==> src/rtl/regfile_writeback_pkg.sv <==
// Shared widths and the write-queue entry record for the register file
// write-back path; the read side imports the same package.
package regfile_writeback_pkg;

  localparam int DATA_W = 16;
  localparam int NREG   = 8;
  localparam int AW     = 3;
  localparam int DEPTH  = 2;

  typedef struct packed {
    logic [AW-1:0]     idx;
    logic [DATA_W-1:0] data;
  } wb_entry_t;

  localparam int ENTRY_W = $bits(wb_entry_t);

  // One-hot register mask for a register index.
  function automatic logic [NREG-1:0] reg_onehot(input logic [AW-1:0] idx);
    return NREG'(1) << idx;
  endfunction

endpackage

==> src/rtl/regfile_writeback_fifo.sv <==
// Generic synchronous FIFO with flush and parallel visibility of every
// slot plus a per-slot valid mask, so the owner can scan queued entries.
module wb_fifo #(
  parameter int W     = 19,
  parameter int DEPTH = 2
) (
  input  logic                    clk,
  input  logic                    rst_n,
  input  logic                    push,
  input  logic                    pop,
  input  logic                    flush,
  input  logic [W-1:0]            wdata,
  output logic [W-1:0]            rdata,
  output logic                    full,
  output logic                    empty,
  output logic [DEPTH-1:0][W-1:0] slots,
  output logic [DEPTH-1:0]        slot_vld
);

  localparam int PW = $clog2(DEPTH);

  logic [PW-1:0]           wr_ptr_q, wr_ptr_d;
  logic [PW-1:0]           rd_ptr_q, rd_ptr_d;
  logic [PW:0]             count_q, count_d;
  logic [DEPTH-1:0][W-1:0] mem_q, mem_d;
  logic                    do_push, do_pop;

  assign full    = (count_q == (PW+1)'(DEPTH));
  assign empty   = (count_q == '0);
  assign do_push = push & ~full & ~flush;
  assign do_pop  = pop & ~empty & ~flush;
  assign rdata   = mem_q[rd_ptr_q];
  assign slots   = mem_q;

  // Next pointers, occupancy and storage; flush drops everything queued.
  always_comb begin
    wr_ptr_d = wr_ptr_q;
    rd_ptr_d = rd_ptr_q;
    count_d  = count_q;
    mem_d    = mem_q;
    if (flush) begin
      count_d  = '0;
      rd_ptr_d = wr_ptr_q;
    end else begin
      if (do_push) begin
        mem_d[wr_ptr_q] = wdata;
        wr_ptr_d        = wr_ptr_q + PW'(1);
      end
      if (do_pop) begin
        rd_ptr_d = rd_ptr_q + PW'(1);
      end
      count_d = count_q + (PW+1)'(do_push) - (PW+1)'(do_pop);
    end
  end

  // A slot is live when its distance from the read pointer is below the count.
  always_comb begin : slot_valid
    logic [PW-1:0] off;
    off      = '0;
    slot_vld = '0;
    for (int i = 0; i < DEPTH; i++) begin
      off         = PW'(i) - rd_ptr_q;
      slot_vld[i] = ({1'b0, off} < count_q);
    end
  end

  // Control state: pointers and occupancy.
  always_ff @(posedge clk or negedge rst_n) begin
    if (!rst_n) begin
      wr_ptr_q <= '0;
      rd_ptr_q <= '0;
      count_q  <= '0;
    end else begin
      wr_ptr_q <= wr_ptr_d;
      rd_ptr_q <= rd_ptr_d;
      count_q  <= count_d;
    end
  end

  // Entry storage carries no reset; validity comes from the count.
  always_ff @(posedge clk) begin
    mem_q <= mem_d;
  end

endmodule

==> src/rtl/regfile_writeback.sv <==
// Write-back stage for the 8x16 register file: queues results, drains one
// per cycle onto the write port, and publishes pending-write hazards.
module regfile_writeback
  import regfile_writeback_pkg::*;
(
  input  logic              clk,
  input  logic              rst_n,
  input  logic              in_valid,
  output logic              in_ready,
  input  logic              in_vsel,
  input  logic [DATA_W-1:0] in_c,
  input  logic [DATA_W-1:0] in_sdata,
  input  logic [AW-1:0]     in_writenum,
  input  logic              wb_hold,
  input  logic              flush,
  output logic              write,
  output logic [AW-1:0]     writenum,
  output logic [DATA_W-1:0] data_in,
  output logic [NREG-1:0]   pending,
  output logic              status_z,
  output logic [7:0]        wb_count
);

  wb_entry_t                     in_entry, head;
  logic [ENTRY_W-1:0]            head_raw;
  logic [DEPTH-1:0][ENTRY_W-1:0] slots;
  logic [DEPTH-1:0]              slot_vld;
  logic                          full, empty, push, pop;

  logic              write_q, write_d;
  logic [AW-1:0]     writenum_q, writenum_d;
  logic [DATA_W-1:0] data_in_q, data_in_d;
  logic              status_z_q, status_z_d;
  logic [7:0]        wb_count_q, wb_count_d;

  // Source select happens at acceptance so the queue holds final data.
  always_comb begin
    in_entry.idx  = in_writenum;
    in_entry.data = in_vsel ? in_sdata : in_c;
  end

  // No pass-through when full: readiness depends only on occupancy.
  assign in_ready = ~full;
  assign push     = in_valid & ~full & ~flush;
  assign pop      = ~empty & ~wb_hold & ~flush;
  assign head     = wb_entry_t'(head_raw);

  wb_fifo #(.W(ENTRY_W), .DEPTH(DEPTH)) u_fifo (
    .clk      (clk),
    .rst_n    (rst_n),
    .push     (push),
    .pop      (pop),
    .flush    (flush),
    .wdata    (in_entry),
    .rdata    (head_raw),
    .full     (full),
    .empty    (empty),
    .slots    (slots),
    .slot_vld (slot_vld)
  );

  // Output stage loads the head on pop; commit bookkeeping follows a write.
  always_comb begin
    write_d    = pop;
    writenum_d = pop ? head.idx  : writenum_q;
    data_in_d  = pop ? head.data : data_in_q;
    wb_count_d = write_q ? wb_count_q + 8'd1 : wb_count_q;
    status_z_d = write_q ? (data_in_q == '0) : status_z_q;
  end

  // Hazard mask: every queued destination plus the one being written now.
  always_comb begin : pend_scan
    wb_entry_t e;
    e       = '0;
    pending = '0;
    for (int i = 0; i < DEPTH; i++) begin
      e = wb_entry_t'(slots[i]);
      if (slot_vld[i]) pending = pending | reg_onehot(e.idx);
    end
    if (write_q) pending = pending | reg_onehot(writenum_q);
  end

  // Output stage, zero flag and commit counter registers.
  always_ff @(posedge clk or negedge rst_n) begin
    if (!rst_n) begin
      write_q    <= 1'b0;
      writenum_q <= '0;
      data_in_q  <= '0;
      status_z_q <= 1'b0;
      wb_count_q <= '0;
    end else begin
      write_q    <= write_d;
      writenum_q <= writenum_d;
      data_in_q  <= data_in_d;
      status_z_q <= status_z_d;
      wb_count_q <= wb_count_d;
    end
  end

  assign write    = write_q;
  assign writenum = writenum_q;
  assign data_in  = data_in_q;
  assign status_z = status_z_q;
  assign wb_count = wb_count_q;

endmodule

==> config.mk <==
export PLATFORM = sky130hd
export DESIGN_NAME = regfile_writeback
export DESIGN_NICKNAME = d
export VERILOG_FILES = /design/src/rtl/regfile_writeback_pkg.sv /design/src/rtl/regfile_writeback_fifo.sv /design/src/rtl/regfile_writeback.sv
export SDC_FILE = /design/constraint.sdc
export NUM_CORES = 1
export LEC_CHECK = 0
export BUFFER_PORTS_ARGS = -buffer_cell sky130_fd_sc_hd__buf_2
export CORE_ASPECT_RATIO = 0.5
export CORE_MARGIN = 2
export CORE_UTILIZATION = 50
export DETAILED_ROUTE_END_ITERATION = 10
export PLACE_DENSITY = 0.75
export SLEW_MARGIN = 20
export SYNTH_ARGS = -nofsm -noshare
export SYNTH_HDL_FRONTEND = slang
export SYNTH_SLANG_ARGS = --single-unit
==> constraint.sdc <==
create_clock -name clk -period 2.2 [get_ports clk]
set_input_delay 0.11 -clock clk [delete_from_list [all_inputs] [get_ports clk]]
set_output_delay 0.11 -clock clk [all_outputs]
set_load 0.01 [all_outputs]
== Yosys cells after proc, flatten, opt, wreduce, memory -nomap -nowiden ==
Cells that the tools add are included.

* Flip-flop bits (word level): 71
* Bits of input ports: 41
* Output and inout bits: 38
* Word-level logic and storage cells: 57

* $add $sub $neg: 7
* Magnitude comparators: 5
* Equality and inequality tests: 1
* Shift-type cells: 3
* Mux-type cells: 12
* Bitwise gates (word level): 14
* Reductions and logical operators: 5

{| class="wikitable"
|+ Operators by type and width
! operator !! number
|-
| 2-to-1 mux 19 bit || 3
|-
| bitwise mux 38 bit || 1
|-
| 2-to-1 mux 8 bit || 3
|-
| left shift 1 x 3 -> 8 bit, first input constant || 3
|-
| demux 19 bit (select 1 bit) || 1
|-
| logical NOT 16 bit || 1
|-
| 2-to-1 mux 16 bit || 1
|-
| OR 8 bit || 2
|-
| adder 8 x 1 -> 8 bit, second input constant || 1
|-
| AND 1 bit || 8
|-
| less-than comparator 1 x 2 -> 1 bit || 2
|-
| less-than comparator 1 x 2 -> 1 bit, second input constant || 2
|-
| inverter 1 bit || 4
|-
| adder 1 bit, second input constant || 2
|-
| adder 2 x 1 -> 2 bit || 1
|-
| equality test 2 bit, second input constant || 1
|-
| logical NOT 2 bit || 1
|-
| 2-to-1 mux 1 bit || 2
|-
| 2-to-1 mux 2 bit || 1
|-
| AND reduction 2 bit || 1
|-
| nonzero test 2 bit || 1
|-
| subtractor 1 bit, first input constant || 2
|-
| subtractor 2 x 1 -> 2 bit || 1
|-
| >= comparator 1 bit, second input constant || 1
|-
| logical AND 1 bit || 1
|}

== Depth between registers and ports, before layout ==
Gate-level depths: netlist of the first run.

* Depth in word-level cells: 9
* Depth in mapped cells: 9
* Mapped depth without buffers: 8

== Hierarchy ==
From an unflattened synthesis of the first run, not the netlist that was laid out.

* Cell total of the unflattened synthesis: 222
* Area total of the unflattened synthesis: 3,218.1 um^2

{| class="wikitable"
|+ By module, submodules not included
! module !! times used !! cells an instance !! area an instance (um^2) !! sequential area each (um^2)
|-
| wb_fifo || 1 || 86 || 1,634.1 || 1,241.2
|-
| regfile_writeback || 1 || 136 || 1,584.0 || 725.7
|}

== Least setup slack after synthesis of the first run ==
No wires, ideal clock.

* Path kind: reg2reg
* Start: register u_fifo.count_q[1]
* End: register u_fifo.mem_q, in the netlist u_fifo.slots[0] (enable)
* Setup time: 395 ps
* Arrival: 1,552 ps
* Data required time: 1,805 ps
* Slack: 254 ps
* Cell stages (with the launch flop): 4
* Buffers on the path: 0
* Period minus slack after synthesis: 1,946 ps
* Cell sequence: dfrtp_1 -> nand2b_1 -> nand3b_1 -> nor2_1

* Cells in the longest elaborated chain, start to end: 7

{| class="wikitable"
|+ RTL lines
! item !! line !! source
|-
| start, declared || regfile_writeback_fifo.sv:24 || <nowiki>logic [PW:0] count_q, count_d;</nowiki>
|-
| start signal, assigned || regfile_writeback_fifo.sv:76 || <nowiki>count_q <= count_d;</nowiki>
|-
| equality test 2 bit * || regfile_writeback_fifo.sv:28 || <nowiki>assign full = (count_q == (PW+1)'(DEPTH));</nowiki>
|-
| inverter 1 bit * || -- ||
|-
| named net in_ready || regfile_writeback.sv:9 || <nowiki>output logic in_ready,</nowiki>
|-
| AND 1 bit (2 in a row) || regfile_writeback.sv:44 || <nowiki>assign push = in_valid & ~full & ~flush;</nowiki>
|-
| AND 1 bit * (2 in a row) || regfile_writeback_fifo.sv:30 || <nowiki>assign do_push = push & ~full & ~flush;</nowiki>
|-
| AND reduction 2 bit (no line) * || -- ||
|-
| end signal, assigned || regfile_writeback_fifo.sv:82 || <nowiki>mem_q <= mem_d;</nowiki>
|-
| end, declared || regfile_writeback_fifo.sv:25 || <nowiki>logic [DEPTH-1:0][W-1:0] mem_q, mem_d;</nowiki>
|}

Mark *: on every way through the listed nets, which the timed path passes. The rest lies on a longest branch.
A chain may end at the register's enable or synchronous reset.

== Final worst setup path of the first run ==
* Start: register write_q, in the netlist write
* End: output pending[2]

* Cells in the longest elaborated chain, start to end: 1

{| class="wikitable"
|+ RTL lines
! item !! line !! source
|-
| start, declared || regfile_writeback.sv:30 || <nowiki>logic write_q, write_d;</nowiki>
|-
| start signal, assigned || regfile_writeback.sv:92 || <nowiki>write_q <= write_d;</nowiki>
|-
| 2-to-1 mux 8 bit || regfile_writeback.sv:80 || <nowiki>if (write_q) pending = pending | reg_onehot(writenum_q);</nowiki>
|-
| end, declared || regfile_writeback.sv:19 || <nowiki>output logic [NREG-1:0] pending,</nowiki>
|}

Every way passes these cells.

==> impl_metrics.toml, run 1 <==
[setup_path]
r2r-end = "u_fifo.count_q[1]"
crit_arrival_ns = 1.83
reg2reg_from = "u_fifo.count_q[1]"
endpoint_kind = "output port"
rr_worst_depth = 8
start_kind = "register"
required_ns = 2.09
path_class = "register to output port"
ff2ff_setup_slack_ns = 0.48
cp_max_fo = 14

[drt]
remaining_drc_errors = 0
drtAntennaViolNets = 0
firstDrtPassIters = 5
drt_iter0_markers = 165
vias = 2126
wl_per_cell_um = 16.76
routed_wl_um = 6688
post_drt_via_cell_ratio = 5.328

[pwr]
ir_drop_mv = 0.5645
power_w = 0.005068
intPower_w = 0.003604
leakage_nw = 1.830
p_clk_share_pct = 31.3
p_sw_share_pct = 28.89
power.switching_w = 0.001464
power_frac_seq_pct = 41.0
pwr-share-comb_pct = 27.7
powerDensity_nw_per_um2 = 1215

[final_layout]
final_util_pct = 66.70
multi_input_area_um2 = 1269
fillers = 462
finalNonFillerCells = 399
antenna_cells = 0
final_nets = 350
drive_above_1_share_pct = 49.20
layout_common_cells = "buf_2, edfxtp_1, mux2_4"
layout_commonest_cell = "buf_2"
area_growth_pct = 25.09
regArea_um2 = 1967

[grt]
grt_usage_pct = 19.89
gr-total-overflow = 0
grt_max_degree = 34
antenna_found_initial = 0
grt_pass1_vias = 2126
grt_pass1_wl_um = 10820

[cts]
cts_tree = "built"
root_buffer = "clkbuf_16"
cts_buffers = 9
htree_num_levels = 3
cts-resized-gates = 0
clk_path_buf_depth = 2
clock-sinks = 71
clk_pin_slew_ns = 0.06
clk_latency_ns = 0.33

[hold_path]
hold_path.class = "primary input to register"
hp-start = "flush"
whs_endpoint = "u_fifo.count_q[0]"
min_path_cells = 2

[logic_synthesis]
synth_edf_count = 38
synth_area_leaders = "edfxtp_1, dfrtp_1, mux2_4, mux2_2, buf_6"
syn_nets = 260
syn_inst = 216
syn_avg_cell_area_um2 = 15.44
synth.top_cell.area_share_pct = 34.21
synth_largest_area_cell = "edfxtp_1"
yosys_warnings = 0
async_flop_share_pct = 46.48
ys_seq_elements = 71
seq_area_frac_synth_pct = 58.96
ys.flop_type = "edfxtp_1"
synth.distinct_cells = 35
synth_area_um2 = 3336

[placed_design]
place_ws_ns = 0.4822
port_buffers = 78
gp_congestion = 0.8982
place_inst = 378
dp_hpwl_um = 4456

[floorplanning]
dieHeight_um = 61.76
row_count = 20
die_w_um = 119.5
io_pins = 79
dieArea_um2 = 7380
start_util_pct = 53.32
core_um2 = 6256

[timing]
fin_crit_sh_pct = 88.12
clock_skew_ns = 0.005167
final_max_slew_viol_count = 0
finalSetupViolCount = 0
max_slew_margin_pct = 48.62
hold_violations = 0
fin_ws_ns = 0.2614
worstMarginPinSlew_ns = 0.7707
fmax_mhz = 515.8
fin_tns_setup_ns = 0
rsz0062_at_grt = "false"
period_needed_ns = 1.939

[flow_run]
drv_cap = 0

[status]
status = "finished clean"
[critical path: stages (launching register included)]
cell	delay, ns
dfrtp_1	0.68
nor2b_1	0.36
nand3b_1	0.11
o311ai_0	0.14
buf_2	0.21
[cells in the mapped netlist (2+ instances only)]
| master | count |
|---|---|
| nand4b_1 | 2 |
| nor2b_1 | 5 |
| nor3_1 | 3 |
| buf_6 | 4 |
| nor4_1 | 3 |
| ha_1 | 3 |
| o21ai_0 | 2 |
| edfxtp_1 | 38 |
| nor2_1 | 6 |
| o311ai_0 | 3 |
| nand3b_1 | 4 |
| xor2_1 | 4 |
| mux2_2 | 20 |
| xnor2_1 | 5 |
| nand4_1 | 7 |
| buf_2 | 3 |
| nand2_1 | 6 |
| and2_1 | 2 |
| o211ai_1 | 4 |
| mux2_4 | 34 |
| inv_1 | 6 |
| mux2i_1 | 2 |
| dfrtp_1 | 33 |
| nand3_1 | 6 |
[worst max-delay path by stage]
stage / start / to / slack (ns) / depth (start not counted)
2_1_floorplan: u_fifo.count_q[1] / u_fifo.slots[0] / 0.25 / 3
6_report: write / pending[2] / 0.26 / 4
3_3_place_gp: u_fifo.count_q[1] / u_fifo.count_q[1] / 0.59 / 8
4_1_cts: write / pending[2] / 0.26 / 4
5_1_grt: u_fifo.rd_ptr_q / pending[6] / 0.06 / 4
3_5_place_dp: u_fifo.count_q[1] / u_fifo.count_q[1] / 0.48 / 8
[power by group through the flow]
stage / logic (W) / registers [W] / clock network, W
after floorplan: 0.000955 / 0.00210 / 0
after global placement: 0.00136 / 0.00208 / 0
after detailed placement: 0.00140 / 0.00210 / 0
after CTS: 0.00142 / 0.00207 / 0.00163
after global routing: 0.00152 / 0.00213 / 0.00169
final: 0.00140 / 0.00208 / 0.00159
[what timing repair did]
item / 4_1_cts / 5_1_grt
hold buffers: 5 / 0
buffers inserted: 0 / 0
hold endpoints to repair: 40 / 0
[routing by layer]
metal	share of wire, %	wire length [um]	up-vias	track usage, %
met2	49	3285	70	33.39
li1	-	-	989	-
met4	0.78	52	0	7.395
met1	45	2993	1061	24.84
met3	5.3	357	6	6.934
met5	0	0	-	0
[stage by stage]
stage	cell area [um2]	hold WS, ns
floorplan	3336	-0.1856
global placement	3789	0.2165
detailed placement	3789	0.2348
CTS	4173	0.03585
global route	4173	0.05277
finish	4173	0.04746
[state kept, by name, summed over array words and instances, names as in the netlist]
register / flops
status_z: 1
data_in: 16
wb_count: 8
write: 1
u_fifo.wr_ptr_q: 1
writenum: 3
u_fifo.rd_ptr_q: 1
u_fifo.slots: 38
u_fifo.count_q: 2
[layout make-up]
| class | instances | share of cell area (%) |
|---|---|---|
| Clock buffer | 12 | 6.177 |
| Clock inverter | 4 | 1.829 |
| Inverter | 6 | 0.5397 |
| Multi-Input combinational cell | 131 | 30.40 |
| Sequential cell | 71 | 47.14 |
| Tap cell | 88 | 2.639 |
| Timing Repair Buffer | 87 | 11.27 |
[cell families after synthesis]
family | synth area share (%)
AO/OA/AOI/OAI | 3.114
XOR/XNOR | 2.363
adder cells (fa/ha/maj) | 1.125
buffers and inverters | 3.076
flip-flops | 58.96
multiplexers | 22.66
AND/OR/NAND/NOR | 8.703
Note: power is estimated with default switching activity, not from simulation.
==> run 2: changes to the inputs <==
- CORE_UTILIZATION: 50 -> 45
- PLACE_DENSITY: 0.75 -> 0.69
==> run 2 against run 1 <==
  * Register-to-register slack improved by 0.04 ns
  * Worst setup slack better by 0.068 ns
  * Die area rose by 11%
  * Largest cell class unchanged
  * Non-clock buffer count is 1 higher
  * Hold slack improved by 0.0096 ns
  * Critical endpoint unchanged
  * Combinational power about the same
  * Critical path depth unchanged
  * Sequential power hardly changed
  * Clock-buffer cell count fell by 3
==> impl_metrics.toml, run 2 (same netlist as run 1, synthesis figures left out) <==
[status]
status = "finished clean"

[drt]
remaining_drc_errors = 0
met3_length_um = 366
routed_wl_um = 6592
maxUsedRoutingLayer = "met4"
wl_per_cell_um = 16.16
route.met2.wl_um = 3290
post_drt_via_cell_ratio = 5.208
drtAntennaViolNets = 0
firstDrtPassIters = 4
wl_met1_um = 2833
vias = 2125
drt_iter0_markers = 99

[setup_path]
cp_max_fo = 14
start_kind = "register"
endpoint_kind = "output port"
required_ns = 2.09
path_class = "register to output port"
crit_arrival_ns = 1.76

[grt]
gr-total-overflow = 0
grt_pass1_vias = 2120
grt_usage_pct = 16.85
grt_max_degree = 34
antenna_found_initial = 0
grt_pass1_wl_um = 10420

[flow_run]
drv_cap = 0

[final_layout]
final_util_pct = 57.16
layout_common_cells = "buf_2, edfxtp_1, mux2_4"
stdcell_area_um2 = 4154
area_growth_pct = 24.53
drive_above_1_share_pct = 49.68
regArea_um2 = 1967
final_nets = 351
largest_reg_flops = 38
multi_input_area_um2 = 1269
fillers = 602
layout_commonest_cell = "buf_2"
antenna_cells = 0

[cts]
clk_path_buf_depth = 2
htree_num_levels = 3
ctsHoldBuffers = 5
root_buffer = "clkbuf_16"
clk_pin_slew_ns = 0.06
clock-sinks = 71
cts_buffers = 9
cts_tree = "built"
post_cts_buffers = 0
clk_latency_ns = 0.33
cts-resized-gates = 0

[placed_design]
place_ws_ns = 0.5224
dp_hpwl_um = 4464
gp_congestion = 0.9001
port_buffers = 78
place_area_um2 = 3806

[timing]
fin_crit_sh_pct = 85.03
rsz0062_at_grt = "false"
finalSetupViolCount = 0
final_max_slew_viol_count = 0
clock_skew_ns = 0.005145
hold_violations = 0
fin_ws_ns = 0.3294
timing.hold.ws_ns = 0.05702
fmax_mhz = 534.6
fin_tns_setup_ns = 0
max_slew_margin_pct = 47.93
worstMarginPinSlew_ns = 0.7810
period_needed_ns = 1.871

[pwr]
ir_drop_mv = 0.4960
leakage_nw = 1.809
powerDensity_nw_per_um2 = 1183

[floorplanning]
dieArea_um2 = 8159
die_w_um = 125.8
row_count = 22
start_util_pct = 45.90
core_um2 = 7267
io_pins = 79
dieHeight_um = 64.88

[hold_path]
hold_path.class = "primary input to register"
[run 2: changes by cell type in the layout (fill, tap and decap cells not counted)]
cell / change
inv_6: +1
clkbuf_1: -2
clkinvlp_4: +3
bufinv_16: -1
clkinv_4: -1
clkinv_1: +1
buf_4: +1
clkbuf_16: -1
[run 2: final cells by class]
cell class	count	area share, %
multi-input combinational	131	30.54
tap	96	2.892
sequential	71	47.35
timing repair buffer	88	11.51
clock inverter	7	1.747
clock buffer	9	5.422
inverter	6	0.5422
[run 2: critical path, stage by stage, from the launching register on]
cell	delay, ns
dfrtp_1	0.67
nor2b_1	0.34
nand3b_1	0.11
o311ai_0	0.11
buf_2	0.20
[run 2: through the flow]
stage                     std cells  total power (W)
final                           408         0.004913
after global routing            408         0.005171
after CTS                       408         0.004963
after detailed placement        387         0.003515
after global placement          387         0.003454
after floorplan                 216         0.003056
[run 2: worst paths after layout]
path | start | end | slack [ns] | depth (start not counted)
setup / recovery | write | pending[2] | 0.33 | 4
hold / removal | flush | u_fifo.count_q[0] | 0.06 | 2
setup reg to reg | u_fifo.count_q[1] | u_fifo.count_q[1] | 0.52 | 8
hold reg to reg | wb_count[7] | wb_count[7] | 0.46 | 1
max in group asynchronous | rst_n | data_in[12] | 1.30 | 2
min in group asynchronous | rst_n | wb_count[3] | 0.40 | 2
[run 2: power breakdown]
| group | switching, W | leakage [nW] | internal [W] |
|---|---|---|---|
| logic | 0.000625 | 0.917 | 0.000805 |
| registers | 0.000317 | 0.760 | 0.00175 |
| clock network | 0.000544 | 0.132 | 0.000876 |
| total | 0.00149 | 1.81 | 0.00343 |
[run 2: routing by layer]
layer	GRT usage, %	up-vias
met5	0	-
met2	28.72	76
met4	5.769	0
met3	5.615	12
met1	20.45	1042
li1	-	995
==> run 3: changes to the inputs <==
- CELL_PAD_IN_SITES_DETAIL_PLACEMENT: default -> 1
- CELL_PAD_IN_SITES_GLOBAL_PLACEMENT: default -> 2
- CORE_UTILIZATION: 45 -> 37
- PLACE_DENSITY: 0.69 -> default
- PLACE_DENSITY_LB_ADDON: default -> 0.1
==> run 3 against run 2 <==
  * Worst setup slack got worse by 0.11 ns
  * Sequential power barely moved
  * Global-route usage down 0.36 points
  * Clock skew is 0.0021 ns lower
  * Combinational power about the same
  * Clock-buffer cell count increased by 1
  * Register-to-register slack got worse by 0.04 ns
  * First-iteration DRC count grew 11%
  * Total power up 2.0%
  * Sequential share of layout area down 0.40 points
  * Clock power up 7%
  * Highest routed layer unchanged
==> impl_metrics.toml, run 3 (same netlist as run 1, synthesis figures left out) <==
[timing]
finalSetupViolCount = 0
final_max_slew_viol_count = 0
hold_violations = 0
fmax_mhz = 504.5
rsz0062_at_grt = "false"
worstMarginPinSlew_ns = 0.7951
max_slew_margin_pct = 46.99
clock_skew_ns = 0.003020
fin_crit_sh_pct = 90.11
period_needed_ns = 1.982
fin_tns_setup_ns = 0

[grt]
antenna_found_initial = 0
grt_pass1_wl_um = 12220
grt_pass1_vias = 2305
grt_usage_pct = 16.49
gr-total-overflow = 0
grt_max_degree = 34

[cts]
cts_tree = "built"
htree_num_levels = 3
post_cts_buffers = 0
clock-sinks = 71
clk_latency_ns = 0.33
clk_pin_slew_ns = 0.05
cts_buffers = 9
root_buffer = "clkbuf_16"
clk_path_buf_depth = 2

[final_layout]
fillers = 923
drive_above_1_share_pct = 49.20
layout_common_cells = "buf_2, edfxtp_1, mux2_4"
stdcell_area_um2 = 4189
layout_commonest_cell = "buf_2"
finalNonFillerCells = 428
antenna_cells = 0
area_growth_pct = 25.58
regArea_um2 = 1967
multi_input_area_um2 = 1269
largest_reg_flops = 38
final_nets = 350
final_util_pct = 47.94

[setup_path]
cp-startpoint = "u_fifo.rd_ptr_q"
required_ns = 2.09
endpoint_kind = "output port"
crit_arrival_ns = 1.87
reg2reg_from = "u_fifo.count_q[1]"
ff2ff_setup_slack_ns = 0.48
path_class = "register to output port"
cp_max_fo = 7
start_kind = "register"

[placed_design]
gp_congestion = 0.7767
port_buffers = 78
place_area_um2 = 3825
place_inst = 407
dp_hpwl_um = 5070

[pwr]
powerDensity_nw_per_um2 = 1197
p_sw_share_pct = 29.59
pwr-share-comb_pct = 28.1
ir_drop_mv = 0.4505
leakage_nw = 1.822
power.switching_w = 0.001483
p_clk_share_pct = 30.3
power_w = 0.005013
intPower_w = 0.003529
power_frac_seq_pct = 41.6

[hold_path]
hold_path.class = "primary input to register"
hp-start = "flush"

[floorplanning]
core_um2 = 8738
io_pins = 79
start_util_pct = 38.17
row_count = 24
dieHeight_um = 71.14
dieArea_um2 = 9837
die_w_um = 138.3

[drt]
routed_wl_um = 7376
firstDrtPassIters = 4
wl_per_cell_um = 17.23
drt_iter0_markers = 110
post_drt_via_cell_ratio = 4.921
vias = 2106
drtAntennaViolNets = 0
remaining_drc_errors = 0

[flow_run]
drv_cap = 0

[status]
status = "finished clean"
==> run 3: changes by cell type in the layout (fill, tap and decap cells not counted), sizes merged <==
cell,delta
clkinv,+2
clkinvlp,-3
clkbuf,+1
bufinv,+1
buf,-1
inv,-1
==> run 3: power groups by stage <==
stage               Sequential (W)  Clock, W  Combinational, W
floorplan                  0.00210         0          0.000955
global placement           0.00209         0           0.00139
detailed placement         0.00211         0           0.00142
CTS                        0.00209   0.00156           0.00144
global route               0.00216   0.00163           0.00153
finish                     0.00208   0.00152           0.00141
==> run 3: cell type report <==
cell class / instances / share of cell area [%]
repair buffers: 87 / 11.23
clock buffers: 10 / 5.466
inverters: 6 / 0.5376
well taps: 117 / 3.495
flip-flops and latches: 71 / 46.95
multi-input cells: 131 / 30.29
clock inverters: 6 / 2.031
==> run 3: per-stage QoR <==
step           setup slack (ns)  hold slack [ns]
2_1_floorplan            0.2536          -0.1856
3_3_place_gp             0.5689           0.2371
3_5_place_dp             0.4847           0.2423
4_1_cts                  0.2303          0.03966
5_1_grt                 0.07676          0.06140
6_report                 0.2177          0.05012
==> run 3: final timing paths <==
kind                                endpoint  cells past startpoint
hold / removal             u_fifo.count_q[0]                      2
max in group asynchronous        wb_count[6]                      2
setup / recovery                  pending[6]                      4
setup reg to reg           u_fifo.count_q[1]                      8
min in group asynchronous         data_in[2]                      2
hold reg to reg                  wb_count[7]                      1
==> run 3: per-layer routing <==
layer  vias to the layer above  global-route usage (%)  share of wire [%]
li1                        992                       -                  -
met1                      1054                   20.24                 46
met2                        52                   27.34                 47
met3                         8                   5.823                5.2
met4                         0                   6.122                1.5
met5                         -                       0                  0
==> run 3: timing repair <==
action	in CTS	in global routing
gates resized for setup	0	0
hold endpoints to repair	40	0
endpoints found under the setup margin	0	0
hold buffers	5	0
==> run 3: worst max-delay path, cell delays in order, from the launching register on <==
cell      delay, ns
dfrtp_1        0.47
nor2b_1        0.18
o21ai_0        0.23
o311ai_0       0.45
buf_2          0.21
